**src/rtl/sync_fifo_ctrl.sv**
```systemverilog
// sync_fifo_ctrl: pointer/flag controller for a single-clock FIFO memory
// with a one-entry registered output stage on the read side.
// Total capacity is MEM_DEPTH words in memory plus one in the output register.

`ifndef CFG_FIFO_DEPTH
`define CFG_FIFO_DEPTH 4
`endif
`ifndef CFG_DATA_WIDTH
`define CFG_DATA_WIDTH 8
`endif

module sync_fifo_ctrl #(
   parameter int MEM_DEPTH    = `CFG_FIFO_DEPTH,
   parameter int DATA_WIDTH   = `CFG_DATA_WIDTH,
   parameter int ADDR_WIDTH   = $clog2(MEM_DEPTH),
   parameter int LVL_WIDTH    = $clog2(MEM_DEPTH + 2),
   parameter int AFULL_THRESH = MEM_DEPTH - 1
) (
   input  logic                  clk,
   input  logic                  reset,
   input  logic                  wr_valid,
   input  logic [DATA_WIDTH-1:0] wr_data,
   output logic                  wr_ready,
   output logic                  rd_valid,
   output logic [DATA_WIDTH-1:0] rd_data,
   input  logic                  rd_ready,
   output logic                  mem_wr_en,
   output logic [ADDR_WIDTH-1:0] mem_wr_addr,
   output logic [DATA_WIDTH-1:0] mem_wr_data,
   output logic [ADDR_WIDTH-1:0] mem_rd_addr,
   input  logic [DATA_WIDTH-1:0] mem_rd_data,
   output logic [LVL_WIDTH-1:0]  level,
   output logic                  almost_full,
   output logic                  overflow_err
);

   localparam logic [LVL_WIDTH-1:0]  DEPTH_L = LVL_WIDTH'(MEM_DEPTH);
   localparam logic [ADDR_WIDTH-1:0] LAST_L  = ADDR_WIDTH'(MEM_DEPTH - 1);
   localparam logic [LVL_WIDTH:0]    AFULL_L = (LVL_WIDTH + 1)'(AFULL_THRESH);

   logic [ADDR_WIDTH-1:0] wrPtr_q, wrPtr_d;
   logic [ADDR_WIDTH-1:0] rdPtr_q, rdPtr_d;
   logic [LVL_WIDTH-1:0]  memCount_q, memCount_d;
   logic                  rdValid_q, rdValid_d;
   logic [DATA_WIDTH-1:0] rdData_q, rdData_d;
   logic                  overflow_q, overflow_d;

   logic wrAcc;
   logic rdAcc;
   logic pf;

   // Pointers wrap explicitly so the depth need not be a power of two.
   function automatic logic [ADDR_WIDTH-1:0] nextPtr(input logic [ADDR_WIDTH-1:0] p);
      if (p == LAST_L) begin
         return '0;
      end
      return p + 1'b1;
   endfunction

   // Handshake decode: wr_ready comes only from the memory count register,
   // so there is no combinational path from rd_ready to wr_ready.
   assign wr_ready = (memCount_q < DEPTH_L);
   assign wrAcc    = wr_valid & wr_ready;
   assign rdAcc    = rdValid_q & rd_ready;
   assign pf       = (memCount_q != '0) & (~rdValid_q | rd_ready);

   assign mem_wr_en    = wrAcc;
   assign mem_wr_addr  = wrPtr_q;
   assign mem_wr_data  = wr_data;
   assign mem_rd_addr  = rdPtr_q;

   assign rd_valid     = rdValid_q;
   assign rd_data      = rdData_q;
   assign overflow_err = overflow_q;
   assign level        = memCount_q + LVL_WIDTH'(rdValid_q);
   assign almost_full  = ({1'b0, level} >= AFULL_L);

   // Next-state logic: pointer advance, count bookkeeping, output-register
   // refill and the sticky overflow flag.
   always_comb begin
      wrPtr_d    = wrPtr_q;
      rdPtr_d    = rdPtr_q;
      memCount_d = memCount_q;
      rdValid_d  = rdValid_q;
      rdData_d   = rdData_q;
      overflow_d = overflow_q | (wr_valid & ~wr_ready);

      if (wrAcc) begin
         wrPtr_d = nextPtr(wrPtr_q);
      end

      if (pf) begin
         rdPtr_d   = nextPtr(rdPtr_q);
         rdData_d  = mem_rd_data;
         rdValid_d = 1'b1;
      end else if (rdAcc) begin
         rdValid_d = 1'b0;
      end

      case ({wrAcc, pf})
         2'b10:   memCount_d = memCount_q + 1'b1;
         2'b01:   memCount_d = memCount_q - 1'b1;
         default: memCount_d = memCount_q;
      endcase
   end

   // State registers with synchronous reset; memory contents are not cleared,
   // they simply become unreachable once the pointers and count return to zero.
   always_ff @(posedge clk) begin
      if (reset) begin
         wrPtr_q    <= '0;
         rdPtr_q    <= '0;
         memCount_q <= '0;
         rdValid_q  <= 1'b0;
         rdData_q   <= '0;
         overflow_q <= 1'b0;
      end else begin
         wrPtr_q    <= wrPtr_d;
         rdPtr_q    <= rdPtr_d;
         memCount_q <= memCount_d;
         rdValid_q  <= rdValid_d;
         rdData_q   <= rdData_d;
         overflow_q <= overflow_d;
      end
   end

endmodule

```
**config.mk**
```make
export PLATFORM = sky130hd
export DESIGN_NAME = sync_fifo_ctrl
export DESIGN_NICKNAME = d
export VERILOG_FILES = /design/src/rtl/sync_fifo_ctrl.sv
export SDC_FILE = /design/constraint.sdc
export NUM_CORES = 1
export LEC_CHECK = 0
export CAP_MARGIN = 20
export CORE_MARGIN = 10
export CORE_UTILIZATION = 39
export CTS_CLUSTER_SIZE = 40
export DETAILED_ROUTE_END_ITERATION = 12
export GPL_TIMING_DRIVEN = 1
export PLACE_DENSITY = 0.79
export REMOVE_ABC_BUFFERS = 1
export SLEW_MARGIN = 15
export SYNTH_ARGS = -nofsm -noshare
export SYNTH_HDL_FRONTEND = slang
export SYNTH_SLANG_ARGS = --single-unit
```
**constraint.sdc**
```tcl
create_clock -name clk -period 2.68 [get_ports clk]
set_input_delay 0.402 -clock clk [delete_from_list [all_inputs] [get_ports clk]]
set_output_delay 0.402 -clock clk [all_outputs]
set_load 0.005 [all_outputs]
```
==> results of run 1 <==
[layer usage]
metal,track usage (%),vias up,part of all wire [%]
met1,10.50,320,43
met2,13.21,28,48
met3,3.852,2,8.1
met4,4.656,0,1.5
met5,0,-,0
li1,-,369,-
[cells by family after synthesis]
logic type / count (synthesis) / share of synthesized area [%]
flops: 17 / 36.03
compound gates: 26 / 17.62
simple gates: 24 / 18.81
fa+ha+maj: 6 / 8.742
mux: 2 / 2.119
xor+xnor: 3 / 2.782
buf+inv: 20 / 13.91
[cell type report]
type	count	area [um^2]	share of cell area (%)
clock buffers	3	22.52	1.846
clock inverters	1	5.005	0.4103
inverters	5	18.77	1.538
multi-input cells	61	473.0	38.77
flip-flops and latches	17	340.3	27.90
well taps	28	35.03	2.872
repair buffers	33	325.3	26.67
[stage by stage]
step | std cells | util (%)
after global routing | 148 | 54.11
after detailed placement | 144 | 52.89
after global placement | 144 | 52.89
after CTS | 148 | 54.11
final | 148 | 54.11
after floorplan | 83 | -
[synth_stat cells, types with 2 or more instances]
library cell  instances  share of area (%)
nor2_1                8                3.2
nand3_2               9                9.5
buf_6                 2                2.4
ha_1                  5                6.6
mux2i_1               2                2.1
inv_1                 5                2.0
a21oi_1               5                2.6
dfxtp_1              17                 36
buf_4                10                7.9
o21ai_0               3                1.6
a21oi_2               9                8.3
buf_2                 3                1.6
xor2_1                3                2.8
o21ai_1               8                4.2
[critical path, stage by stage (launching register included)]
cell             delay, ns
dfxtp_1               0.45
ha_1                  0.20
ha_1                  0.16
xor2_1                0.18
a21o_1                0.11
clkdlybuf4s50_1       0.50
[sequential cells by signal, summed over array words and instances, names as in the netlist]
name / cells
rd_valid: 1
overflow_err: 1
memCount_q: 3
rd_data: 8
mem_rd_addr: 2
mem_wr_addr: 2
[power by group]
group	switching [uW]	internal [uW]	total, uW	leakage [uW]
clock network	82.6	55.4	138	0.0000177
logic	351	399	750	0.000312
registers	66.6	332	399	0.000140
total	500	786	1290	0.000470
[worst max path at each step]
stage	start	to	slack, ns
after floorplan	memCount_q[2]$_SDFFE_PP0P_	memCount_q[2]$_SDFFE_PP0P_	0.77
after global placement	wr_valid	memCount_q[2]$_SDFFE_PP0P_	0.37
after detailed placement	wr_valid	memCount_q[2]$_SDFFE_PP0P_	0.30
after CTS	memCount_q[0]$_SDFFE_PP0P_	almost_full	0.38
after global routing	memCount_q[0]$_SDFFE_PP0P_	almost_full	0.31
final	memCount_q[0]$_SDFFE_PP0P_	almost_full	0.41
==> results.yml, run 1 <==
status:
  outcome: "completed"
clock_tree:
  cts_hold_buffers: 0
  path_clk_slew_ns: 0.10
  cts-root-buf: "clkbuf_4"
  cts_tree: "done"
  cts-htree-levels: 1
  cts_buffer_depth: 2
  post-cts-setup-buffers: 0
  clock_sinks: 17
  insertion_delay_ns: 0.29
  cts_resized: 0
  cts-buffers-inserted: 3
logic_synthesis:
  ys_ff_latch: 17
  synth.avg_cell_area_um2: 9.639
  synth_cells: 98
  synth_edf_count: 0
  syn_area_um2: 944.7
  ys_seq_area_share_pct: 36.03
  yosys_warnings: 0
  postSynth.asyncResetShare_pct: 0
  ys.flop_type: "dfxtp_1"
  yosysUniqueCellTypes: 23
timing:
  layout_setup_ws_ns: 0.4073
  drv_slew: 0
  clock.fmax_ghz: 0.4400
  period_share_pct: 84.80
  worst_slew_pin_slew_ns: 0.8205
  fin_crit_ns: 2.273
  setup-violations-final: 0
  slew_headroom_pct: 45.13
  hold_viol_final: 0
  clock_skew_ns: 0.003290
  fin_hold_ws_ns: 0.4916
  rsz0062_at_grt: "no"
  fin_tns_setup_ns: 0
worst_hold_path:
  min_from: "overflow_err$_SDFF_PP0_"
  min_delay_path_depth: 2
  whs_endpoint: "overflow_err$_SDFF_PP0_"
  hp-class: "reg2reg"
layout:
  final_common_cell: "clkdlybuf4s50_1"
  fin_area_um2: 1220
  area_delta_synth_final_pct: 29.14
  fin_nets: 147
  most-common-layout-cells: "clkdlybuf4s50_1, dfxtp_1, nand3_2, a21oi_2"
  layout-drive-gt1-share_pct: 22.50
  nFillCells: 227
  antenna_cells: 0
worst_setup_path:
  end_kind: "primary output"
  critPathLaunchType: "flip-flop"
  cp.required_ns: 2.28
  rr_worst_depth: 8
  reg2reg_slack_ns: 0.59
  path_class: "reg2out"
  arrival_ns: 1.87
  crit_fanout: 5
  rr_startpoint: "memCount_q[2]$_SDFFE_PP0P_"
  worstReg2RegEnd: "memCount_q[2]$_SDFFE_PP0P_"
drt:
  vias_per_cell: 4.858
  drcViolationCount: 0
  vias: 719
  ant_nets: 0
  dr.pass1.iters: 3
  wl_per_cell_um: 14.86
  first_iter_violations: 29
  wirelength_mm: 2.200
floorplan:
  core_um2: 2255
  io_pins: 48
  dieHeight_um: 69.22
  dieArea_um2: 4791
  row_count: 17
  die_x_um: 69.22
  start_util_pct: 41.90
placement:
  port_buffers: 31
  dp_hpwl_mm: 1.654
  place_area_um2: 1192
  gp_congestion: 0.7383
  dp_worst_setup_slack_ns: 0.2978
pwr:
  power_uw: 1287
  vdd_drop_max_v: 0.0005514
  p_per_area_nw_per_um2: 1055
  p_leak_uw: 0.0004695
global_route:
  grt_pass1_vias: 728
  grt_max_degree: 18
  grt_overflow_total: 0
  antenna_found_initial: 0
  grt_pass1_wl_mm: 3.677
  grt.total_usage_pct: 8.903
job:
  maxCapViolCount: 0
Note: power is estimated with default switching activity, not from simulation.
==> run 2: changes to the inputs <==
- CORE_UTILIZATION: 39 -> 35
- PLACE_DENSITY: 0.79 -> 0.75
- clock period: 2.68 -> 2 ns (I/O delays scaled with it)
==> run 2 against run 1 <==
  * Design area increased by 6.2%
  * Global-route usage increased by 0.22 points
  * Largest power group unchanged
  * Critical path type is now reg2reg
  * Clock skew increased by 0.0043 ns
  * Critical endpoint is now memCount_q[2]$_SDFFE_PP0P_
==> results.yml, run 2 (synthesis gave the netlist of run 1 again) <==
worst_setup_path:
  end_kind: "flip-flop"
  critPathLaunchType: "flip-flop"
  reg2reg_slack_ns: 0.06
  rr_worst_depth: 9
  cp.required_ns: 2.23
  arrival_ns: 2.17
  rr_startpoint: "rd_valid$_SDFFE_PP0P_"
  path_class: "reg2reg"
  worstReg2RegEnd: "memCount_q[2]$_SDFFE_PP0P_"
  crit_fanout: 3
floorplan:
  io_pins: 48
  dieHeight_um: 71.95
  die_x_um: 71.95
  dieArea_um2: 5177
  core_um2: 2522
  start_util_pct: 37.45
  row_count: 18
pwr:
  p_per_area_nw_per_um2: 1407
  p_switching_uw: 700.2
  power_frac_clock_pct: 10.3
  vdd_drop_max_v: 0.0006802
  comb_power_share_pct: 60.6
  pwr-share-seq_pct: 29.2
  swShare_pct: 38.43
  p_int_uw: 1122
  p_leak_uw: 0.0005167
global_route:
  grt_max_degree: 18
  grt.busiest_layer: "met2"
  grt_pass1_wl_mm: 3.933
  use_met1_pct: 11.17
  antenna_found_initial: 0
  grt.total_usage_pct: 9.119
  grt_pass1_vias: 842
  grt_overflow_total: 0
  use_met2_pct: 12.35
  gr-usage-met3_pct: 5.850
clock_tree:
  insertion_delay_ns: 0.29
  cts_buffer_depth: 2
  clock_sinks: 17
  cts-root-buf: "clkbuf_4"
  cts_hold_buffers: 0
  cts-htree-levels: 1
  cts-buffers-inserted: 3
  cts_tree: "done"
  path_clk_slew_ns: 0.11
placement:
  gp_congestion: 0.7274
  place_inst: 151
  dp_hpwl_mm: 1.681
  place_area_um2: 1232
  dp_worst_setup_slack_ns: -0.2565
  port_buffers: 31
timing:
  worst_slew_pin_slew_ns: 0.2487
  layout_setup_ws_ns: 0.05869
  hold_viol_final: 0
  drv_slew: 0
  period_share_pct: 97.07
  setup-violations-final: 0
  slew_headroom_pct: 83.25
  clock.fmax_ghz: 0.5151
  fin_tns_setup_ns: 0
  clock_skew_ns: 0.007585
  fin_crit_ns: 1.941
  rsz0062_at_grt: "yes"
layout:
  finalNonFillerCells: 158
  final_common_cell: "clkdlybuf4s50_1"
  layout-drive-gt1-share_pct: 32.03
  most-common-layout-cells: "clkdlybuf4s50_1, dfxtp_1, a21oi_2, buf_4, nand3_2"
  nFillCells: 246
  fin_area_um2: 1295
  largest_register_ffs: 8
  antenna_cells: 0
  fin_util_pct: 51.34
  area_delta_synth_final_pct: 37.09
  fin_nets: 155
worst_hold_path:
  min_from: "overflow_err$_SDFF_PP0_"
  hp-class: "reg2reg"
  whs_endpoint: "overflow_err$_SDFF_PP0_"
  min_delay_path_depth: 2
status:
  outcome: "completed"
drt:
  ant_nets: 0
  dr.pass1.iters: 3
  wl_per_cell_um: 14.44
  vias_per_cell: 4.842
  drcViolationCount: 0
  wirelength_mm: 2.281
  vias: 765
  first_iter_violations: 12
job:
  maxCapViolCount: 0
==> run 2: changes by cell type in the layout (fill, tap and decap cells not counted), sizes merged <==
cell and change:
buf +8, dlygate4sd2 +2, clkdlybuf4s50 -2
==> run 2: timing repair <==
item / CTS / global route
gates cloned: 0 / 0
pin swaps: 3 / 1
hold endpoints to repair: 0 / 0
gates resized for setup: 7 / 2
buffers inserted: 3 / 0
setup endpoints to repair: 3 / 1
==> run 2: worst max path at each step <==
stage,start,to,cells after the start
2_1_floorplan,memCount_q[2]$_SDFFE_PP0P_,memCount_q[2]$_SDFFE_PP0P_,8
3_3_place_gp,rd_ready,memCount_q[2]$_SDFFE_PP0P_,9
3_5_place_dp,wr_valid,memCount_q[2]$_SDFFE_PP0P_,9
4_1_cts,rd_valid$_SDFFE_PP0P_,memCount_q[2]$_SDFFE_PP0P_,9
5_1_grt,rd_valid$_SDFFE_PP0P_,memCount_q[2]$_SDFFE_PP0P_,9
6_report,rd_valid$_SDFFE_PP0P_,memCount_q[2]$_SDFFE_PP0P_,9
==> run 2: area by class of cell <==
| cell class | count | area, um^2 | area share [%] |
|---|---|---|---|
| flip-flops and latches | 17 | 346.6 | 26.76 |
| inverters | 5 | 18.77 | 1.449 |
| well taps | 30 | 37.54 | 2.899 |
| clock inverters | 1 | 5.005 | 0.3865 |
| repair buffers | 41 | 382.9 | 29.57 |
| clock buffers | 3 | 22.52 | 1.739 |
| multi-input cells | 61 | 481.7 | 37.20 |
==> run 2: power by group through the flow <==
stage	sequential (uW)	combinational, uW	clock, uW
floorplan	536	570	0
global placement	536	1040	0
detailed placement	542	1060	0
CTS	532	1110	191
global route	552	1230	210
finish	531	1100	187
==> run 2: routing by layer <==
| metal | up-vias | part of all wire [%] |
|---|---|---|
| met5 | - | 0 |
| met4 | 0 | 1.4 |
| met3 | 4 | 12 |
| met2 | 39 | 43 |
| met1 | 340 | 43 |
| li1 | 382 | - |
==> run 2: worst max-delay path, cell delays in order (launching register included) <==
cell and delay [ns]:
dfxtp_2 0.34, buf_4 0.13, nor2b_1 0.13, nor2_1 0.10
ha_2 0.19, inv_1 0.05, fa_2 0.33, xor2_1 0.15
or3_1 0.33, a21oi_2 0.12
==> run 2: per-stage QoR <==
stage | power, uW | hold slack, ns
2_1_floorplan | 1106 | 0.3624
3_3_place_gp | 1574 | 0.4582
3_5_place_dp | 1602 | 0.4604
4_1_cts | 1830 | 0.4877
5_1_grt | 1993 | 0.5293
6_report | 1822 | 0.4845
==> run 3: changes to the inputs <==
- CORE_ASPECT_RATIO: not set -> 1.25
- PLACE_DENSITY: 0.75 -> not set
- PLACE_DENSITY_LB_ADDON: not set -> 0.2
==> run 3 against run 2 <==
  * Core utilization is 1.9 points lower
  * Via count is 2.0% higher
  * Sequential power down 0.8%
  * Final cell count increased by 2.5%
  * First-iteration DRC count rose to 2.8 times the previous value
  * Sequential cell count stayed put
  * Sequential share of layout area decreased by 0.10 points
  * Combinational power about the same
  * Fmax rose by 1.5%
  * Register-to-register slack improved by 0.03 ns
  * Critical path type unchanged
  * Critical endpoint unchanged
  * Largest cell class unchanged
==> results.yml, run 3 (synthesis gave the netlist of run 1 again) <==
status:
  outcome: "completed"
worst_setup_path:
  critPathLaunchType: "flip-flop"
  end_kind: "flip-flop"
  crit_start: "rd_valid$_SDFFE_PP0P_"
  arrival_ns: 2.14
  cp.required_ns: 2.23
  reg2reg_slack_ns: 0.09
  crit_fanout: 3
  path_class: "reg2reg"
  rr_startpoint: "rd_valid$_SDFFE_PP0P_"
floorplan:
  io_pins: 48
  dieHeight_um: 78.09
  start_util_pct: 35.95
  die_x_um: 66.47
  dieArea_um2: 5190
  row_count: 21
  core_um2: 2628
placement:
  place_inst: 156
  dp_worst_setup_slack_ns: -0.2000
  port_buffers: 31
  gp_congestion: 0.7413
  dp_hpwl_mm: 1.705
drt:
  wl_met3_um: 166
  vias: 780
  first_iter_violations: 34
  dr.pass1.iters: 3
  dr_wl_met2_mm: 1.178
  wirelength_mm: 2.286
  vias_per_cell: 4.815
  ant_nets: 0
  wl_per_cell_um: 14.11
  drcViolationCount: 0
  dr.max_layer_used: "met4"
  drt-met1-wl_um: 877
timing:
  fin_crit_ns: 1.912
  clock.fmax_ghz: 0.5231
  fin_hold_ws_ns: 0.4727
  clock_skew_ns: 0.002401
  setup-violations-final: 0
  drv_slew: 0
  rsz0062_at_grt: "yes"
  worst_slew_pin_slew_ns: 0.2453
  layout_setup_ws_ns: 0.08815
  slew_headroom_pct: 83.47
  period_share_pct: 95.59
  hold_viol_final: 0
layout:
  antenna_cells: 0
  layout-drive-gt1-share_pct: 32.03
  largest_register_ffs: 8
  area_delta_synth_final_pct: 37.62
  final_common_cell: "clkdlybuf4s50_1"
  fin_nets: 155
  fin_util_pct: 49.48
  finalNonFillerCells: 162
  most-common-layout-cells: "clkdlybuf4s50_1, dfxtp_1, a21oi_2, buf_4, nand3_2"
clock_tree:
  cts-buffers-inserted: 3
  clock_sinks: 17
  cts_tree: "done"
  cts_hold_buffers: 0
  cts-htree-levels: 1
  cts_buffer_depth: 2
  path_clk_slew_ns: 0.10
  insertion_delay_ns: 0.29
  cts-root-buf: "clkbuf_4"
pwr:
  p_leak_uw: 0.0005164
  p_per_area_nw_per_um2: 1409
  vdd_drop_max_v: 0.0005675
worst_hold_path:
  min_from: "overflow_err$_SDFF_PP0_"
  hp-class: "reg2reg"
global_route:
  antenna_found_initial: 0
  grt_pass1_vias: 838
  grt_max_degree: 18
  grt.total_usage_pct: 9.521
  grt_pass1_wl_mm: 3.933
  grt_overflow_total: 0
job:
  maxCapViolCount: 0
## run 3: report_power, final
group | switching [uW] | internal, uW | total (uW) | leakage [uW]
Clock | 115 | 74.4 | 189 | 0.0000177
Combinational | 516 | 600 | 1120 | 0.000358
Sequential | 75.1 | 452 | 527 | 0.000141
## run 3: layout make-up
cell class	instances	area (um^2)
Clock buffer	3	22.52
Clock inverter	1	5.005
Fill cell	269	1328
Inverter	5	18.77
Multi-Input combinational cell	61	481.7
Sequential cell	17	346.6
Tap cell	34	42.54
Timing Repair Buffer	41	382.9
## run 3: critical path, cell delays in order (launching register included)
cell,delay (ns)
dfxtp_2,0.33
buf_4,0.13
nor2b_1,0.14
nor2_1,0.10
ha_2,0.18
inv_1,0.05
fa_2,0.33
xor2_1,0.15
or3_1,0.32
a21oi_2,0.12
## run 3: path summary, 6_finish.rpt
check                                to  cells after the start
max reg2reg  memCount_q[2]$_SDFFE_PP0P_                      9
max          memCount_q[2]$_SDFFE_PP0P_                      9
min             overflow_err$_SDFF_PP0_                      2
min reg2reg     overflow_err$_SDFF_PP0_                      2
## run 3: layer usage
layer  global-route usage (%)  vias to the layer above
met4                    7.353                        0
met5                        0                        -
met2                    14.97                       33
met1                    9.909                      360
met3                    3.551                        6
li1                         -                      381
## run 3: repair_timing
action | 4_1_cts | 5_1_grt
resized for setup | 5 | 4
pin swaps | 1 | 3
setup buffers | 2 | 0
endpoints found under the setup margin | 2 | 1
## run 3: metrics by stage
step	cell area, um^2	TNS (ns)	total power, uW
after floorplan	832.0	0	1106
after global placement	1245	-0.1581	1613
after detailed placement	1245	-0.2000	1632
after CTS	1290	0	1841
after global routing	1300	-0.02472	2017
final	1300	0	1832
